==> src/rtl/alu_arbiter.sv <==
// Round-robin arbiter sharing one combinational ALU between two requesters, with a one-entry response slot.
// Optional grant counters are enabled by defining ALU_ARB_PERF_EN.
module alu_arbiter #(
    parameter int DATA_WIDTH = 32,
    parameter int CNT_WIDTH  = 16
) (
    input  logic                  clk,
    input  logic                  rst,
    input  logic [1:0]            req_valid,
    output logic [1:0]            req_ready,
    input  logic [DATA_WIDTH-1:0] req_a0,
    input  logic [DATA_WIDTH-1:0] req_b0,
    input  logic [2:0]            req_ctrl0,
    input  logic [DATA_WIDTH-1:0] req_a1,
    input  logic [DATA_WIDTH-1:0] req_b1,
    input  logic [2:0]            req_ctrl1,
    output logic [DATA_WIDTH-1:0] alu_a,
    output logic [DATA_WIDTH-1:0] alu_b,
    output logic [2:0]            alu_ctrl,
    input  logic [DATA_WIDTH-1:0] alu_result,
    input  logic                  alu_zero,
    output logic                  rsp_valid,
    input  logic                  rsp_ready,
    output logic                  rsp_id,
    output logic [DATA_WIDTH-1:0] rsp_result,
    output logic                  rsp_zero,
    output logic [CNT_WIDTH-1:0]  perf_grant0,
    output logic [CNT_WIDTH-1:0]  perf_grant1
);

    typedef enum logic {S_IDLE = 1'b0, S_HOLD = 1'b1} state_t;

    state_t state, state_nxt;
    logic   last_grant;
    logic   grant_vld;
    logic   grant_id;
    logic   can_accept;
    logic   hs;

    // Stage 0: arbitration, ALU operand steering and next-state decode
    always_comb begin
        grant_vld = 1'b0;
        grant_id  = 1'b0;
        case (req_valid)
            2'b01:   begin grant_vld = 1'b1; grant_id = 1'b0;        end
            2'b10:   begin grant_vld = 1'b1; grant_id = 1'b1;        end
            2'b11:   begin grant_vld = 1'b1; grant_id = ~last_grant; end
            default: ;
        endcase

        // Reset masks acceptance so no requester sees a handshake while rst is high
        can_accept = !rst && ((state == S_IDLE) || (rsp_ready && state == S_HOLD));

        req_ready = 2'b00;
        if (grant_vld && can_accept) req_ready[grant_id] = 1'b1;
        hs = |(req_valid & req_ready);

        alu_a    = grant_id ? req_a1    : req_a0;
        alu_b    = grant_id ? req_b1    : req_b0;
        alu_ctrl = grant_id ? req_ctrl1 : req_ctrl0;

        state_nxt = state;
        if (hs)                                 state_nxt = S_HOLD;
        else if (state == S_HOLD && rsp_ready)  state_nxt = S_IDLE;
    end

    // Stage 1: response slot
    always_ff @(posedge clk) begin
        if (rst) begin
            state      <= S_IDLE;
            last_grant <= 1'b1;
            rsp_id     <= 1'b0;
            rsp_result <= '0;
            rsp_zero   <= 1'b0;
        end else begin
            state <= state_nxt;
            if (hs) begin
                rsp_result <= alu_result;
                rsp_zero   <= alu_zero;
                rsp_id     <= grant_id;
                last_grant <= grant_id;
            end
        end
    end

    assign rsp_valid = (state == S_HOLD);

`ifdef ALU_ARB_PERF_EN
    function automatic logic [CNT_WIDTH-1:0] sat_inc(input logic [CNT_WIDTH-1:0] v);
        return (&v) ? v : v + 1'b1;
    endfunction

    always_ff @(posedge clk) begin
        if (rst) begin
            perf_grant0 <= '0;
            perf_grant1 <= '0;
        end else if (hs) begin
            if (grant_id) perf_grant1 <= sat_inc(perf_grant1);
            else          perf_grant0 <= sat_inc(perf_grant0);
        end
    end
`else
    assign perf_grant0 = '0;
    assign perf_grant1 = '0;
`endif

endmodule
==> config.mk <==
export PLATFORM = sky130hd
export DESIGN_NAME = alu_arbiter
export DESIGN_NICKNAME = d
export VERILOG_FILES = /design/src/rtl/alu_arbiter.sv
export SDC_FILE = /design/constraint.sdc
export NUM_CORES = 1
export LEC_CHECK = 0
export CORE_AREA = 2 2 121 123
export DETAILED_ROUTE_END_ITERATION = 10
export DIE_AREA = 0 0 123 125
export GPL_TIMING_DRIVEN = 0
export PLACE_DENSITY = 0.55
export RECOVER_POWER = 25
export SLEW_MARGIN = 5
export SYNTH_ARGS = -nofsm -noshare
export SYNTH_HDL_FRONTEND = slang
export SYNTH_SLANG_ARGS = --single-unit
==> constraint.sdc <==
create_clock -name clk -period 3.51 [get_ports clk]
set_input_delay 0.702 -clock clk [delete_from_list [all_inputs] [get_ports clk]]
set_output_delay 0.702 -clock clk [all_outputs]
set_load 0.02 [all_outputs]
## Word-level counts from Yosys, hierarchy flattened

Index checks and enable logic that the tools add are counted.

- Register bits after elaboration: 36
- Bits of input ports: 172
- Output and inout port bits: 136
- Word-level logic and storage cells: 32

- Order comparisons: 2
- Eq/ne operators: 3
- Multiplexer cells: 10
- Bitwise operators: 3
- Reduce and logical (&&, ||, !) cells: 9

Operator list:

| kind | number |
|---|---|
| 2-to-1 mux 32 bit | 2 |
| equality test 2 bit (second input constant) | 2 |
| logical AND 1 bit | 4 |
| 2-to-1 mux 1 bit | 4 |
| 2-to-1 mux 3 bit | 1 |
| OR reduction 3 bit | 1 |
| AND 2 bit | 1 |
| equality test 2 x 1 -> 1 bit (second input constant) | 1 |
| less-than comparator 1 x 2 -> 1 bit (second input constant) | 1 |
| 2-to-1 mux 2 bit | 1 |
| NOT 1 bit | 2 |
| one-hot mux 1 bit (2 select lines) | 1 |
| nonzero test 2 bit | 1 |
| OR reduction 2 bit | 1 |
| demux 1 bit (select 1 bit) | 1 |
| greater-or-equal comparator 1 bit (second input constant) | 1 |
| zero test 1 bit | 1 |
| logical OR 1 bit | 1 |

## Depth between registers and ports, before layout

Gate-level depths: netlist of the first run.

- Word-level depth: 10
- Depth in mapped cells: 5
- Gate-level depth less buffers: 3

## Worst setup path before layout of the first run

OpenSTA, ideal clock, no wires.

- Kind: input -> output
- Start: input port req_valid[1]
- End: output port req_ready[0]
- Arrival time: 1.916 ns
- Required time: 2.808 ns
- Setup slack: 0.892 ns
- Cell stages on the path: 4
- Buffers on the path: 2
- Path through: a21boi_2 -> buf_4 -> buf_4 -> nor4_1

- Cells in the longest elaborated chain, start to end: 7
- Elaborated cells between the ends (all ways): 13
- Classes of those cells: order compare (2); eq/ne (3); mux (5); reduce/logical (3)

Ends and longest elaborated chain:

| element | line | RTL |
|---|---|---|
| from (decl) | 9 | `input logic [1:0] req_valid,` |
| equality test 2 bit | 44 | `case (req_valid)` |
| one-hot mux 1 bit (2 select lines) | 44 |  |
| less-than comparator 1 x 2 -> 1 bit (not written as such) / greater-or-equal comparator 1 bit (equally long branches) | 55 | `if (grant_vld && can_accept) req_ready[grant_id] = 1'b1;` |
| logical AND 1 bit (not written as such) | 55 |  |
| 2-to-1 mux 1 bit (not written as such) | 55 |  |
| demux 1 bit (select 1 bit) | 55 |  |
| 2-to-1 mux 2 bit * | 55 |  |
| to (decl) | 10 | `output logic [1:0] req_ready,` |

Every way passes the cells marked *; elsewhere a longest branch is shown, timed or not.

## Worst setup path after layout of the first run

- Start: input port req_valid[1]
- End: output port alu_b[20]

- Cells in the longest elaborated chain, start to end: 3
- Elaborated cells between the ends (all ways): 4
- Classes of those cells: eq/ne (2); mux (2)

Ends and longest elaborated chain:

| element | line | RTL |
|---|---|---|
| equality test 2 bit | 44 |  |
| one-hot mux 1 bit (2 select lines) * | 44 |  |
| 2-to-1 mux 32 bit * | 59 | `alu_b = grant_id ? req_b1 : req_b0;` |
| to (decl) | 18 | `output logic [DATA_WIDTH-1:0] alu_b,` |

Marks and branches as above.

==> results by group, run 1 <==
Cells and area
  – Area occupied by multi-input gates: between 1500 and 2000 sq um
  – Register area: 720.7 sq um
  – Fin nets: 716
  – Share of cells above drive strength 1: 28.07%
  – Finished Core Util: 40.98%
  – Fill cell count: around 1400
  – Area added between synthesis and finish: 133.3%

Floorplan
  – CORE AREA: 14200 sq um
  – Chip Height: roughly 130 um
  – Top-Level Pins: 308
  – Die Area: 15380 sq um
  – FP Rows: 44
  – Die width: 123 um
  – Initial core utilization: 17.57%

Yosys
  – Mapped cell area: 2495 sq um
  – Post-synthesis register bit count: 36
  – Top cells by area, synth: mux2_2 (43%), dfxtp_1 (29%), buf_4 (11%)
  – Main synth FF type: dfxtp_1
  – Post-synth EDFFs: 0
  – Unique masters post-synth: 21
  – Top-count cell post-synth: mux2_2
  – Top-area cell type share of the netlist area: 43.33%
  – Synth top cells by count: mux2_2 (96), dfxtp_1 (36), buf_4 (35), nor2b_1 (33), buf_2 (5)
  – Asr flop ratio synth: 0%
  – Cells after Synth: 231
  – Post-synthesis sequential area ratio: 28.89%
  – Synth area leader: mux2_2
  – Mean Syn Cell Area: 10.80 sq um
  – Ys Warns: 0

Clock tree
  – CTS H-tree lvls: 2
  – TritonCTS clock tree: done
  – Clk pin slew, worst setup/hold paths: 0.05 ns
  – Root buffer cell: clkbuf_16
  – TritonCTS buffer count: 5
  – Worst skew pair latency: ~0.28 ns
  – Hold-fix buffers, CTS: 0
  – CTS Sinks: 36
  – CTS Buffer Depth: 2

Outcome
  – Outcome: finished, final reports clean

Routing
  – DR vias/cell: 3.812
  – Post-Route WL: 12080 um
  – Detailed-route wire length per cell: 16.55 um
  – Drt pass-1 iters: 3
  – DRC Markers: 0
  – DRT iter0 DRCs: 28
  – DR vias: 2783
  – Post-route antenna net violation count: 0

Worst hold path
  – Hold depth: 2
  – HP Class: flop to flop
  – Hold Startpoint: rsp_id
  – Hold Path End: rsp_id

Placed design
  – IO buf count: 274
  – Placer Congestion: 0.8202
  – DP HPWL: between 10000 and 15000 um

Timing
  – Fmax: 286.7 MHz
  – Clock Skew: 0.005488 ns
  – Max-slew violations: 0
  – Final hold violations: 0
  – Unrepaired setup endpoints after global routing: true
  – Setup TNS: 0 ns
  – Period minus WS final: 3.487 ns
  – Final period util: 99.36%
  – Finish-stage setup viols: 0
  – Worst hold slack: 0.5006 ns

Power and ir drop
  – Power Dens Cells: just over 300 nW/um^2
  – Leak Pwr: between 2 and 3 nW
  – Peak supply drop: around 0.29 mV
  – Pwr Total: between 1.5 and 2 mW

Worst setup path
  – Slowest cell on the critical path: clkdlybuf4s50_1
  – CP Class: input pin to output port
  – R2R cell count: 4
  – R2R Setup Slk: just under 2 ns
  – Required time of the critical path: 2.81 ns
  – Worst EP arrival: 2.79 ns
  – Reg2reg start: rsp_valid
  – Crit-path cells: clkdlybuf4s50_1 > a21boi_4 > buf_4 > buf_4 > mux2_2 > clkdlybuf4s50_1
  – Critical Path Source Type: input pin
  – Crit path capture type: output port
  – R2r endpoint: rsp_result[0]
  – Critical path fanouts, max: 10
  – Critical path's largest stage delay: ~0.53 ns

Global route
  – Gr busiest metal: met2
  – Initial antenna violation count: 3
  – First-pass GRT wire length: 16850 um
  – Met3 Use GR: 5.064%
  – Vias in the first global route: 2902
  – Grt total ovfl: 0
  – M1 GR Usage: 14.54%
  – Met2 Resource Use GR: 28.53%
  – Total GRT Usage: 14.63%
  – Largest net degree at the start of global routing: 13

Run
  – Max Cap Viol: 0
layout by cell type (no fill, tap or decap), drive strengths merged, types with 2 or more instances in the layout:
| cell | instances |
|---|---|
| clkdlybuf4s50 | 222 |
| mux2 | 100 |
| buf | 42 |
| dfxtp | 36 |
| nor2b | 34 |
| conb | 32 |
| dlygate4sd3 | 32 |
| dlymetal6s2s | 15 |
| clkbuf | 10 |
| dlygate4sd2 | 5 |
| inv | 3 |
| o211ai | 2 |
worst max-delay path, delay by kind of cell:
family | cells | cell delay, ns
AOI/OAI and AO/OA | 1 | 0.24
buffers and inverters | 4 | 1.48
muxes | 1 | 0.35
kinds of logic (layout without fill, tap and decap cells):
group                  count (synthesis)  after routing  synth area share, %
AO/OA/AOI/OAI                          5              5                1.655
buffers and inverters                 49            332                13.79
flip-flops                            36             36                28.89
multiplexers                         100            100                45.14
other                                  1             33               0.1503
AND/OR/NAND/NOR                       40             40                10.38
per-stage QoR:
step	instances	setup WS, ns	cell area (sq um)
after floorplan	262	0.8923	2611
after global placement	720	-0.2055	5584
after detailed placement	720	-0.2089	5584
after CTS	730	0.0004459	5781
after global routing	729	-0.04773	5818
final	730	0.02252	5821
report_power, final:
group / internal [mW] / switching, mW
combinational: 0.470 / 0.328
sequential: 0.448 / 0.0155
clock: 0.333 / 0.171
total: 1.25 / 0.515
state kept, by name, summed over array words and instances (netlist names):
| name | count |
|---|---|
| last_grant | 1 |
| rsp_result | 32 |
| rsp_id | 1 |
| rsp_zero | 1 |
| rsp_valid | 1 |
worst max path at each step:
stage | to | start
global placement | alu_b[21] | req_valid[1]
finish | alu_b[20] | req_valid[1]
floorplan | req_ready[0] | req_valid[1]
CTS | alu_b[23] | req_valid[1]
detailed placement | alu_b[22] | req_valid[1]
global route | alu_b[20] | req_valid[0]
what timing repair did:
item,4_1_cts,5_1_grt
resized for setup,6,17
setup endpoints to repair,68,41
setup buffers,2,0
final cells by class:
| class | count | share of cell area, % |
|---|---|---|
| plain buffers | 45 | 5.718 |
| inverters | 3 | 0.1935 |
| clock inverters | 3 | 0.7309 |
| multi-input cells | 177 | 26.70 |
| well taps | 184 | 3.955 |
| clock buffers | 5 | 2.150 |
| repair buffers | 276 | 48.13 |
| diodes | 1 | 0.04299 |
| flip-flops and latches | 36 | 12.38 |
routing by layer:
| metal | up-vias | wire (um) |
|---|---|---|
| li1 | 1357 | - |
| met1 | 1268 | 4154 |
| met2 | 139 | 6593 |
| met3 | 15 | 1170 |
| met4 | 4 | 138 |
| met5 | - | 27 |
Power figures use the tool's default switching activity.
==> run 2: changes to the inputs <==
- GPL_ROUTABILITY_DRIVEN: unset -> 0
==> results of run 2 <==
No change in the layout: final DEF, timing and power equal those of run 1.
==> run 3: changes to the inputs <==
- ABC_AREA: unset -> 1
- PLACE_DENSITY: 0.55 -> 0.54
==> run 3 against run 2 <==
Effect of this change:
- core utilization is 1.2 points lower
- maximum frequency increased by 6.6%
- sequential cell count unchanged
- sequential share of layout area up 0.38 points
- sequential power about the same
- worst hold slack lost 0.035 ns
- final cell count grew 25%
- first-iteration DRC count rose to 4.4 times the previous value
- non-clock buffer count rose by 9
- critical endpoint is now alu_b[16]
==> results by group, run 3 <==
Yosys
  – Post-synthesis sequential area ratio: 29.97% (+1.1 points)
  – Asr flop ratio synth: 0% (unchanged)
  – Post-synthesis register bit count: 36 (unchanged)
  – Synth area leader: nand2_1
  – Top-count cell post-synth: nand2_1
  – Unique masters post-synth: 15 (-29%)
  – Mean Syn Cell Area: 5.753 sq um (-47%)
  – Post-synth EDFFs: 0 (unchanged)
  – Cells after Synth: 418 (+81%)
  – Mapped cell area: 2405 sq um (-3.6%)
  – Ys Warns: 0 (unchanged)
  – Top cells by area, synth: nand2_1 (43%), dfxtp_1 (30%), buf_4 (11%)
  – Synth top cells by count: nand2_1 (274), buf_4 (36), dfxtp_1 (36), nand3_1 (35), buf_2 (11)
  – Main synth FF type: dfxtp_1
  – Top-area cell type share of the netlist area: 42.77% (-0.56 points)

Cells and area
  – Commonest non-fill, non-tap cell in the layout: clkdlybuf4s50_1
  – Register area: 720.7 sq um (unchanged)
  – Fill cell count: 1487 (+7.1%)
  – Most frequent cells in the layout: clkdlybuf4s50_1 (275), nand2_1 (274), buf_4 (36), nand3_1 (36), dfxtp_1 (36)
  – Number of flip-flops in the largest register: 32 (unchanged)
  – Most flops, register: rsp_result
  – Share of cells above drive strength 1: 8.333% (-20 points)
  – Fin nets: 903 (+26%)
  – Area added between synthesis and finish: 134.9%
  – Diode count: 0 (-1)
  – Area occupied by multi-input gates: 1369 sq um (-12%)

Global route
  – Initial antenna violation count: 0 (-3)
  – First-pass GRT wire length: 17270 um (+2.5%)
  – Vias in the first global route: 3155 (+8.7%)
  – Total GRT Usage: 14.24% (-0.39 points)
  – Largest net degree at the start of global routing: 13 (unchanged)
  – Grt total ovfl: 0 (unchanged)

Worst setup path
  – Setup crit start: req_valid[0]
  – CP endpoint: alu_b[16]
  – CP Class: input pin to output port
  – CP Depth: 8 (+2)
  – R2R cell count: 5 (+1)
  – Worst EP arrival: 2.57 ns (-0.22 ns)
  – R2R Setup Slk: 2.10 ns (+0.12 ns)
  – Most used cell, CP: nand2_1
  – R2r endpoint: rsp_result[12]
  – Slowest cell on the critical path: clkdlybuf4s50_1
  – Crit-path cells: clkdlybuf4s50_1 > nand2_1 > nand2_2 > buf_4 > buf_4 > nand2_1 > nand2_1 > clkdlybuf4s50_1
  – Reg2reg start: rsp_valid
  – Critical path's largest stage delay: 0.61 ns (+0.08 ns)
  – Critical Path Source Type: input pin
  – Buf/Inv on CP: 4 (unchanged)
  – Crit path capture type: output port
  – Top Family by Delay on Critical Path: buffers and inverters
  – Critical path fanouts, max: 10 (unchanged)
  – Required time of the critical path: 2.81 ns (about the same)

Clock tree
  – CTS Sinks: 36 (unchanged)
  – Worst skew pair latency: 0.27 ns (about the same)
  – TritonCTS buffer count: 5 (unchanged)
  – CTS H-tree lvls: 2 (unchanged)
  – Post_cts resized: 0 (-6)
  – Setup bufs post-CTS: 0 (-2)
  – Hold-fix buffers, CTS: 0 (unchanged)
  – Clk pin slew, worst setup/hold paths: 0.06 ns (about the same)
  – TritonCTS clock tree: done
  – CTS Buffer Depth: 2 (unchanged)
  – Root buffer cell: clkbuf_16

Routing
  – DRC Markers: 0 (unchanged)
  – DR vias/cell: 3.850 (+1.0%)
  – Post-Route WL: 12120 um (+0.29%)
  – Detailed-route wire length per cell: 13.23 um (-20%)
  – DRT iter0 DRCs: 123 (+340%)
  – Post-route antenna net violation count: 0 (unchanged)
  – Drt pass-1 iters: 4 (+1)
  – DR vias: 3527 (+27%)

Timing
  – Unrepaired setup endpoints after global routing: false
  – Period minus WS final: 3.271 ns (-0.2160 ns)
  – Finish-stage setup viols: 0 (unchanged)
  – Max-slew violations: 0 (unchanged)
  – Clock Skew: 0.002804 ns (-0.002684 ns)
  – Final period util: 93.21% (-6.2 points)
  – Setup TNS: 0 ns (unchanged)
  – Fmax: 305.7 MHz (+6.6%)
  – Final hold violations: 0 (unchanged)

Run
  – Max Cap Viol: 0 (unchanged)

Power and ir drop
  – Leak Pwr: 2.754 nW (+8.1%)
  – Power Dens Cells: 308.0 nW/um^2 (+1.5%)
  – Pwr Total: 1.740 mW (-1.5%)
  – Peak supply drop: 0.2344 mV (-19%)

Floorplan
  – CORE AREA: 14200 sq um (unchanged)
  – Die width: 123 um (unchanged)
  – Top-Level Pins: 308 (unchanged)
  – Initial core utilization: 16.93% (-0.63 points)
  – FP Rows: 44 (unchanged)
  – Die Area: 15380 sq um (unchanged)
  – Chip Height: 125 um (unchanged)

Worst hold path
  – HP Class: flop to flop
  – Hold depth: 2 (unchanged)

Placed design
  – IO buf count: 275 (+0.36%)
  – DP HPWL: 10250 um (-3.4%)

Outcome
  – Outcome: finished, final reports clean
-- run 3: cell families after synthesis --
logic type / share of synthesized area, %
other: 0.1559
AO/OA/AOI/OAI: 0.2079
AND/OR/NAND/NOR: 51.93
buffers and inverters: 17.74
flip-flops: 29.97
-- run 3: final cells by class --
class / count / share of cell area [%]
inverter: 9 / 0.5981
sequential: 36 / 12.76
buffer: 55 / 6.890
multi-input combinational: 349 / 24.24
tap: 184 / 4.076
timing repair buffer: 275 / 48.74
clock inverter: 2 / 0.2437
clock buffer: 6 / 2.459
-- run 3: report_power, final --
part | internal, mW | switching (mW) | leakage (nW) | total (mW)
registers | 0.446 | 0.0194 | 0.299 | 0.465
logic | 0.436 | 0.381 | 2.38 | 0.818
clock network | 0.284 | 0.173 | 0.0772 | 0.457
total | 1.17 | 0.574 | 2.75 | 1.74
-- run 3: worst reg2reg max path, stage by stage (launching register included) --
cell      delay [ns]
dfxtp_1         0.32
nand2_1         0.12
nand3_1         0.30
clkbuf_1        0.39
nand3_1         0.14
nand2_1         0.09
-- run 3: worst min path at each step --
stage / startpoint / end / slack (ns)
global placement: rsp_result[6] / rsp_result[6] / 0.45
global route: rsp_result[29] / rsp_result[29] / 0.49
finish: rsp_result[29] / rsp_result[29] / 0.47
CTS: rsp_result[8] / rsp_result[8] / 0.47
detailed placement: rsp_result[1] / rsp_result[1] / 0.46
floorplan: last_grant / last_grant / 0.44
-- run 3: through the flow --
stage | setup slack [ns] | cell area, sq um | std cells | utilization, % | hold WS [ns]
final | 0.2385 | 5648 | 916 | 39.76 | 0.4659
after global routing | 0.06890 | 5648 | 916 | 39.76 | 0.4882
after CTS | 0.1591 | 5657 | 916 | 39.83 | 0.4678
after detailed placement | 0.1623 | 5504 | 908 | 38.75 | 0.4583
after global placement | 0.1901 | 5504 | 908 | 38.75 | 0.4520
after floorplan | 1.435 | 2521 | 449 | - | 0.4417
-- run 3: layer usage --
layer / global-route usage (%) / vias up / wire length (um)
met5: 0 / - / 0
met1: 16.69 / 1517 / 4682
met2: 26.00 / 173 / 6156
met4: 2.473 / 0 / 141
met3: 3.741 / 13 / 1138
li1: - / 1824 / -
==> patch 1: new RTL, settings of run 3 <==
`CNT_WIDTH`: 16 -> 14.
--- a/src/rtl/alu_arbiter.sv
+++ b/src/rtl/alu_arbiter.sv
@@ -4,3 +4,3 @@
     parameter int DATA_WIDTH = 32,
-    parameter int CNT_WIDTH  = 16
+    parameter int CNT_WIDTH  = 14
 ) (
Ports: changed (resized perf_grant0 and perf_grant1); port bits go from 308 to 304. The function was not compared with the original's and may differ.
==> patch 1 against run 3 <==
- sequential cell count did not move
- final area fell by 0.66%
- setup slack got worse by 0.033 ns
- critical path type unchanged
- synthesized area fell by 1.2%
- synthesized cell count fell by 0.96%
- wire length rose by 4.0%
- largest power group unchanged
- power barely moved
- largest cell class unchanged
- fmax fell by 1.0%
- sequential power barely moved
==> patch 1: results (changes against run 3) <==
stage,metric,value,unit,change
outcome,result of the run,"finished, final reports clean",,
placement,total half-perimeter wirelength after legalization and detailed placement,10600,um,+3.3%
cells_and_area,share of final-layout standard cells stronger than drive strength 1,0.0801,,-0.00322
clock_network,deepest level of the CTS H-tree,2,,unchanged
clock_network,TritonCTS Buffers,5,,unchanged
pwr,Worst IR Drop VDD,171,uV,-27%
synthesis,post-synthesis sequential area ratio,0.303,,+0.00379
sta,Clock Skew,0.00612,ns,+0.00331 ns
global_routing,number of global-route vias before repair,3408,,+8.0%
synthesis,ranking of synthesized cells by area,"sky130_fd_sc_hd__nand2_1, sky130_fd_sc_hd__dfxtp_1, sky130_fd_sc_hd__buf_4",,
synthesis,commonest cells in the synthesized netlist,"sky130_fd_sc_hd__nand2_1, sky130_fd_sc_hd__dfxtp_1, sky130_fd_sc_hd__nand3_1, sky130_fd_sc_hd__buf_4, sky130_fd_sc_hd__buf_2",,
detailed_routing,number of detailed-routing iterations run before antenna repair,5,,+1
pwr,LEAKAGE,2.72,nW,-1.3%
clock_network,clock buffer depth,2,,unchanged
synthesis,synth unique cells,15,,unchanged
detailed_routing,number of DRC markers in iteration 0,100,,-19%
global_routing,combined global-route utilization of all metal layers,0.155,,+0.0130
detailed_routing,Routed WL per cell,13.8,um,+4.5%
detailed_routing,via count,3542,,+0.43%
cells_and_area,number of nets in the final layout,895,,-0.89%
global_routing,first-pass GRT wire length,18600,um,+7.8%
critical_path,Worst R2R Setup Slack,2.07,ns,-0.03 ns
global_routing,initial antenna violation count,4,,+4
cells_and_area,Fillers,1475,,-0.81%
critical_path,WP data arrival,2.60,ns,+0.03 ns
-- patch 1: cell types whose count changed after synthesis, sizes merged --
cell         run 3  this run
buf             55        51
-- patch 1: layout make-up --
cell class                      count  share of cell area
Tap cell                          184              0.0410
Buffer                             51              0.0640
Inverter                            9             0.00602
Timing Repair Buffer              275               0.491
Clock inverter                      2             0.00245
Clock buffer                        6              0.0248
Antenna cell                        3             0.00134
Multi-Input combinational cell    345               0.241
Sequential cell                    36               0.128
-- patch 1: path summary, 6_finish.rpt --
path / startpoint / endpoint / cells after the start
min: rsp_result[1]$_SDFFE_PP0P_ / rsp_result[1]$_SDFFE_PP0P_ / 2
max: req_valid[0] / alu_b[16] / 9
min reg2reg: rsp_result[1]$_SDFFE_PP0P_ / rsp_result[1]$_SDFFE_PP0P_ / 2
max reg2reg: rsp_valid$_SDFFE_PP0P_ / rsp_result[18]$_SDFFE_PP0P_ / 5
-- patch 1: stage by stage --
| step | area (um^2) | setup WS, ns | hold slack (ns) | utilization | instances |
|---|---|---|---|---|---|
| finish | 5610 | 0.205 | 0.461 | 0.395 | 911 |
| global route | 5610 | 0.0676 | 0.480 | 0.395 | 911 |
| CTS | 5610 | 0.177 | 0.464 | 0.395 | 908 |
| detailed placement | 5460 | 0.184 | 0.455 | 0.384 | 900 |
| global placement | 5460 | 0.191 | 0.452 | 0.384 | 900 |
| floorplan | 2480 | 1.44 | 0.442 | - | 441 |
-- patch 1: routing by layer --
layer  GRT usage  vias up  wire length [um]
li1            -     1814                 -
met1       0.172     1554              4840
met2       0.286      162              6400
met3      0.0433       10              1240
met4      0.0434        2               106
met5           0        -                13
-- patch 1: power by group --
group          switching (W)  internal, W
clock               0.000178     0.000284
combinational       0.000381     0.000433
sequential         0.0000185     0.000445
-- patch 1: logic make-up after synthesis --
| family | count (synthesis) | synth area share |
|---|---|---|
| AOI/OAI and AO/OA | 1 | 0.00211 |
| buffers and inverters | 60 | 0.167 |
| DFF | 36 | 0.303 |
| other | 1 | 0.00158 |
| and+or+nand+nor | 316 | 0.526 |
-- patch 1: worst max-delay path: stages --
cell,delay (ns)
sky130_fd_sc_hd__clkdlybuf4s50_1,0.44
sky130_fd_sc_hd__nand2_1,0.10
sky130_fd_sc_hd__nand2_2,0.10
sky130_fd_sc_hd__inv_2,0.10
sky130_fd_sc_hd__buf_4,0.21
sky130_fd_sc_hd__buf_6,0.16
sky130_fd_sc_hd__nand2_1,0.09
sky130_fd_sc_hd__nand2_1,0.08
sky130_fd_sc_hd__clkdlybuf4s50_1,0.60
==> patch 2: new RTL, settings of run 3 <==
Made on the original files. The option `ALU_ARB_PERF_EN` is turned on by a define.
--- a/src/rtl/alu_arbiter.sv
+++ b/src/rtl/alu_arbiter.sv
@@ -2,2 +2,4 @@
 // Optional grant counters are enabled by defining ALU_ARB_PERF_EN.
+`define ALU_ARB_PERF_EN
+
 module alu_arbiter #(
Formal check against the unedited RTL: not equivalent (Yosys sat finds a counterexample within 4 cycles, from zero or initial values and one cycle with rst high).
==> patch 2 against run 3 <==
- first-iteration DRC count rose to 2.7 times the old value
- combinational power fell by 3.5%
- sequential cell count rose by 32
- final area rose by 35%
- wire length rose by 48%
- critical path depth did not move
- setup slack got worse by 0.11 ns
- synthesized area rose by 65%
- power rose by 49%
- clock power rose by 110%
==> patch 2: results (changes against run 3) <==
stage,metric,value,unit,change
synthesis,post-synthesis sequential area ratio,0.344,,+0.0441
worst_hold_path,worst hold endpoint,rsp_result[22]$_SDFFE_PP0P_,,
detailed_routing,average vias per placed instance,4.47,,+16%
cells_and_area,Fillers,1419,,-4.6%
sta,minimum hold slack,0.457,ns,-0.00850 ns
cells_and_area,number of nets in the final layout,1173,,+30%
global_routing,combined global-route utilization of all metal layers,0.228,,+0.0852
pwr,LEAKAGE,3.45,nW,+25%
pwr,Logic pwr share,0.304,,-0.166
outcome,result of the run,"finished, final reports clean",,
synthesis,xor and xnor area share after synthesis,0.0310,,+0.0310
detailed_routing,via count,5301,,+50%
worst_hold_path,critical hold path startpoint,rsp_result[22]$_SDFFE_PP0P_,,
synthesis,ranking of synthesized cells by area,"sky130_fd_sc_hd__nand2_1, sky130_fd_sc_hd__dfxtp_1, sky130_fd_sc_hd__nand3_1",,
sta,worst-case setup margin in the final layout,0.127,ns,-0.112 ns
pwr,Worst IR Drop VDD,237,uV,+1.1%
sta,Clock Skew,0.00416,ns,+0.00136 ns
detailed_routing,number of DRC markers in iteration 0,336,,+170%
critical_path,reg2reg path depth,9,,+4
critical_path,worst setup path start,req_valid[1],,
pwr,Net Sw Frac,0.288,,-0.0421
detailed_routing,number of detailed-routing iterations run before antenna repair,5,,+1
pwr,net switching power of the design,0.000748,W,+30%
pwr,share of power burned in registers,0.321,,+0.054
synthesis,Synth Area in Compound Gates,0.0594,,+0.0573
## patch 2: cells by family after synthesis
family	count (synthesis)
and+or+nand+nor	495
DFF	68
buffers and inverters	58
AOI/OAI and AO/OA	44
xor gates and xnor gates	14
adders and majority gates	2
## patch 2: routing by layer
metal | up-vias | part of all wire | GRT usage
met2 | 215 | 0.44 | 0.350
met4 | 0 | 0.0068 | 0.0314
li1 | 2746 | - | -
met1 | 2330 | 0.44 | 0.304
met5 | - | 0 | 0
met3 | 10 | 0.11 | 0.0972
## patch 2: final cells by class
cell class | count | area, um^2 | area share
repair buffers | 307 | 3100 | 0.407
flip-flops and latches | 68 | 1360 | 0.179
inverters | 27 | 104 | 0.0136
multi-input cells | 555 | 2340 | 0.308
plain buffers | 31 | 163 | 0.0213
clock inverters | 4 | 73.8 | 0.00969
well taps | 184 | 230 | 0.0302
clock buffers | 11 | 243 | 0.0319
## patch 2: repair_timing
item / in CTS / in global routing
setup endpoints to repair: 31 / 43
resized for setup: 19 / 25
cloned: 0 / 0
